[config.mk]
export PLATFORM = sky130hd
export DESIGN_NAME = flush_ctrl
export DESIGN_NICKNAME = d
export VERILOG_FILES = /design/src/rtl/flush_ctrl.sv
export SDC_FILE = /design/constraint.sdc
export NUM_CORES = 1
export LEC_CHECK = 0
export ABC_AREA = 1
export BUFFER_PORTS_ARGS = -buffer_cell sky130_fd_sc_hd__buf_4
export CAP_MARGIN = 20
export CORE_MARGIN = 2
export CORE_UTILIZATION = 45
export DETAILED_ROUTE_END_ITERATION = 6
export PLACE_DENSITY = 0.84
export SETUP_SLACK_MARGIN = 0.2
export SLEW_MARGIN = 40
export SYNTH_ARGS = -nofsm -noshare
export SYNTH_HDL_FRONTEND = slang
export SYNTH_SLANG_ARGS = --single-unit
[constraint.sdc]
create_clock -name clk -period 1.8 [get_ports clk]
set_input_delay 0.09 -clock clk [delete_from_list [all_inputs] [get_ports clk]]
set_output_delay 0.09 -clock clk [all_outputs]
set_load 0.005 [all_outputs]
[src/rtl/flush_ctrl.sv]
// Pipeline flush/stall controller: redirects fetch on taken branches and traps,
// stalls on load-use hazards, and holds a redirect pending until fetch accepts it.
module flush_ctrl #(
  parameter int unsigned NUM_STAGES = 5,
  parameter int unsigned BR_STAGE   = 2,
  parameter int unsigned TRAP_STAGE = 3,
  parameter int unsigned XLEN       = 32,
  parameter int unsigned CNT_W      = 16
) (
  input  logic                  clk,
  input  logic                  rst,
  input  logic                  TakenBranch,
  input  logic [XLEN-1:0]       BranchTarget,
  input  logic                  Trap,
  input  logic [XLEN-1:0]       TrapVector,
  input  logic                  LoadUseHazard,
  input  logic                  RedirectReady,
  output logic                  RedirectValid,
  output logic [XLEN-1:0]       RedirectPC,
  output logic [NUM_STAGES-1:0] Flush,
  output logic [NUM_STAGES-1:0] Stall,
  output logic                  Busy,
  output logic [CNT_W-1:0]      FlushCount
);

  typedef enum logic {IDLE, WAIT} state_t;

  state_t          state, next_state;
  logic [XLEN-1:0] latched_pc, next_pc;
  logic            span_trap, next_span_trap;
  logic            accept;

  function automatic logic [NUM_STAGES-1:0] span_mask(input logic use_trap);
    logic [NUM_STAGES-1:0] m;
    int unsigned lim;
    lim = use_trap ? TRAP_STAGE : BR_STAGE;
    for (int unsigned j = 0; j < NUM_STAGES; j++) m[j] = (j < lim);
    return m;
  endfunction

  always_ff @(posedge clk or posedge rst) begin
    if (rst) begin
      state      <= IDLE;
      latched_pc <= '0;
      span_trap  <= 1'b0;
      FlushCount <= '0;
    end else begin
      state      <= next_state;
      latched_pc <= next_pc;
      span_trap  <= next_span_trap;
      if (accept && FlushCount != '1) FlushCount <= FlushCount + 1'b1;
    end
  end

  always_comb begin
    next_state     = state;
    next_pc        = latched_pc;
    next_span_trap = span_trap;
    accept         = 1'b0;
    RedirectValid  = 1'b0;
    RedirectPC     = '0;
    Flush          = '0;
    Stall          = '0;
    Busy           = 1'b0;
    unique case (state)
      IDLE: begin
        if (Trap || TakenBranch) begin
          RedirectValid = 1'b1;
          RedirectPC    = Trap ? TrapVector : BranchTarget;
          Flush         = span_mask(Trap);
          if (RedirectReady) begin
            accept = 1'b1;
          end else begin
            next_state     = WAIT;
            next_pc        = RedirectPC;
            next_span_trap = Trap;
          end
        end else if (LoadUseHazard) begin
          Stall[0] = 1'b1;
          Flush[1] = 1'b1;
        end
      end
      WAIT: begin
        // A trap arriving while waiting supersedes the pending redirect but is
        // counted together with it as a single event.
        RedirectValid  = 1'b1;
        Busy           = 1'b1;
        RedirectPC     = Trap ? TrapVector : latched_pc;
        next_pc        = RedirectPC;
        next_span_trap = span_trap | Trap;
        Flush          = span_mask(next_span_trap);
        if (RedirectReady) begin
          accept     = 1'b1;
          next_state = IDLE;
        end
      end
      default: next_state = IDLE;
    endcase
    if (rst) begin
      RedirectValid = 1'b0;
      RedirectPC    = '0;
      Flush         = '0;
      Stall         = '0;
      Busy          = 1'b0;
    end
  end

endmodule
==> impl_metrics.yaml <==
cells_and_area:
  diodes: 0
  fin_area_mm2: 0.00429
  multi_input_area_mm2: 0.00158
  drive_gt1_frac: 0.296
  fin_nets: 637
  syn2layout_area_growth_pct: 41.5
  register_area_mm2: 0.00125
  nFillCells: 548
  final_core_util: 0.668
global_routing:
  grt_use_met2: 0.393
  grt_pass1_vias: 3091
  antenna_found_initial: 0
  gr-total-overflow: 0
  grtUsageMet3: 0.0462
  globalRouteTotalUtil: 0.231
  grt_first_pass_wirelength_um: 13800
  grt_max_degree: 45
  met1_usage: 0.289
  grt_busiest_layer: "met2"
route:
  ant_nets: 0
  vias_per_cell: 5.18
  drt-initial-drc-count: 209
  dr_total_vias: 3335
  firstDrtPassIters: 5
  wl_per_cell_um: 13.7
  drt-total-wl_um: 8830
  drcViolationCount: 0
logic_synthesis:
  syn_area_mm2: 0.00303
  synth-seq-cells: 50
  synth.distinct_cells: 23
  yosysWarnings: 0
  synthCells: 446
  ys_seq_area_frac: 0.413
  syn_area_per_cell_um2: 6.79
power_and_ir_drop:
  peakVddDrop_mv: 0.656
  leakage_uw: 0.00213
  p_per_area_mw_per_mm2: 755
timing:
  hold_viol: 0
  final_max_slew_viol_count: 0
  rsz0062_at_grt: "true"
  finalCritPeriodShare: 0.894
  setup_viol: 0
  fin_crit_ns: 1.61
  fin_skew_ns: 0.00398
  max_freq_ghz: 0.621
  fin_tns_setup_ns: 0
  finalWorstSetupSlack_ns: 0.190
clock_tree:
  clockBufferDepth: 2
  cts-root-buf: "clkbuf_8"
  clock_sinks: 50
  cts_tree: "done"
  clkSlewWorstSetupHoldPaths_ns: 0.09
  insertion_delay_ns: 0.30
  h-tree-depth: 2
  cts_buffers: 5
setup_path:
  critPathLaunchType: "flop"
  cp-end-kind: "primary output"
  rr_worst_depth: 9
  reg2reg_to: "FlushCount[10]$_DFFE_PP0P_"
  arrival_ns: 1.52
  crit_required_ns: 1.71
  crit_type: "flop to primary output"
  r2r_setup_slack_ns: 0.19
  crit_fanout: 12
  r2r_start: "FlushCount[0]$_DFFE_PP0P_"
die:
  core-area_mm2: 0.00642
  die-height_um: 86.1
  start_util: 0.472
  dieWidth_um: 86.1
  rows: 29
  io_pins: 130
  dieArea_mm2: 0.00741
hold_path:
  worstHoldStart: "TrapVector[14]"
  min_path_cells: 3
  min_to: "latched_pc[14]$_DFFE_PP0P_"
  hold_path.class: "input pin to flop"
place:
  pre_cts_slack_ns: 0.174
  placed_area_mm2: 0.00397
  dp.final_hpwl_um: 6110
  port_buffers: 123
  gp_congestion: 0.887
job:
  drv_cap: 0
run_status:
  status: "finished clean"
logic make-up (layout without fill, tap and decap cells):
kind of cell,count (synthesis),after routing,share of synthesized area
AOI/OAI and AO/OA,75,75,0.124
xor gates and xnor gates,8,8,0.0231
adders and majority gates,1,1,0.00413
buffers and inverters,50,166,0.0838
DFF,50,50,0.413
other,1,6,0.00124
and+or+nand+nor,261,261,0.351
stage by stage:
stage	power, uW	instances	hold slack (ns)
2_1_floorplan	1860	451	0.156
3_3_place_gp	2220	626	0.174
3_5_place_dp	2250	626	0.173
4_1_cts	3210	640	0.126
5_1_grt	3430	644	0.136
6_report	3240	644	0.122
power by group:
part	total (uW)	switching [uW]	internal [uW]
sequential	1400	127	1280
combinational	898	443	455
clock	938	381	557
total	3240	951	2290
state kept, by name (all words and copies together) (netlist names):
signal      flops
latched_pc     32
FlushCount     16
span_trap       1
state           1
metal layers:
layer / vias up / share of wire
met5: - / 0
met4: 0 / 0.018
met3: 14 / 0.085
met2: 138 / 0.49
met1: 1528 / 0.41
li1: 1655 / -
cell usage after synthesis:
cell,instances,area share
nand3_2,1,0.0033
o21ai_1,3,0.0050
inv_1,13,0.016
buf_4,7,0.017
xnor2_1,8,0.023
nor2_2,2,0.0041
nand3_1,37,0.061
conb_1,1,0.0012
clkbuf_2,2,0.0033
buf_6,2,0.0074
nand2_1,160,0.20
dfrtp_1,50,0.41
inv_2,5,0.0062
a21oi_1,3,0.0050
o21ai_0,69,0.11
nand4_1,5,0.010
clkbuf_1,3,0.0037
nand2_4,1,0.0037
nor2_1,52,0.064
nor3_1,1,0.0016
ha_1,1,0.0041
nand2_2,2,0.0041
buf_2,18,0.030
layout make-up:
class                      count  share of cell area
tap                           77              0.0225
clock buffer                   5              0.0160
sequential                    50               0.292
timing repair buffer         140               0.266
inverter                      18              0.0193
clock inverter                 3              0.0160
multi-input combinational    351               0.368
timing repair:
action / in CTS / in global routing
hold endpoints to repair: 21 / 0
buffers inserted: 4 / 2
setup endpoints to repair: 32 / 71
pin swaps: 1 / 4
hold buffers: 2 / 0
gates cloned: 0 / 2
resized for setup: 13 / 20
layout by cell type, fill, tap and decap left out, drive strengths merged:
| cell | count |
|---|---|
| conb | 6 |
| nand4 | 5 |
| xnor2 | 8 |
| clkinv | 1 |
| dlygate4sd3 | 2 |
| o21ai | 72 |
| nand3 | 38 |
| dfrtp | 50 |
| inv | 18 |
| nor3 | 1 |
| clkbuf | 6 |
| nand2 | 163 |
| nor2 | 54 |
| ha | 1 |
| bufinv | 2 |
| a21oi | 3 |
| buf | 137 |
worst max-delay path: stages (launching register included):
cell and delay [ns]:
dfrtp_2 0.46, inv_6 0.11, clkbuf_16 0.17, nand2_1 0.05, nand3_1 0.05, o21ai_0 0.14
nor2_1 0.13, buf_4 0.11
worst max-delay path by stage:
stage	start	to	slack, ns	cells after the start
after floorplan	FlushCount[0]$_DFFE_PP0P_	FlushCount[10]$_DFFE_PP0P_	0.36	9
after global placement	state$_DFF_PP0_	RedirectPC[16]	0.23	7
after detailed placement	state$_DFF_PP0_	RedirectPC[16]	0.17	7
after CTS	state$_DFF_PP0_	RedirectPC[12]	0.17	6
after global routing	state$_DFF_PP0_	RedirectPC[27]	0.10	7
final	state$_DFF_PP0_	RedirectPC[29]	0.19	7
Power figures use the tool's default switching activity.
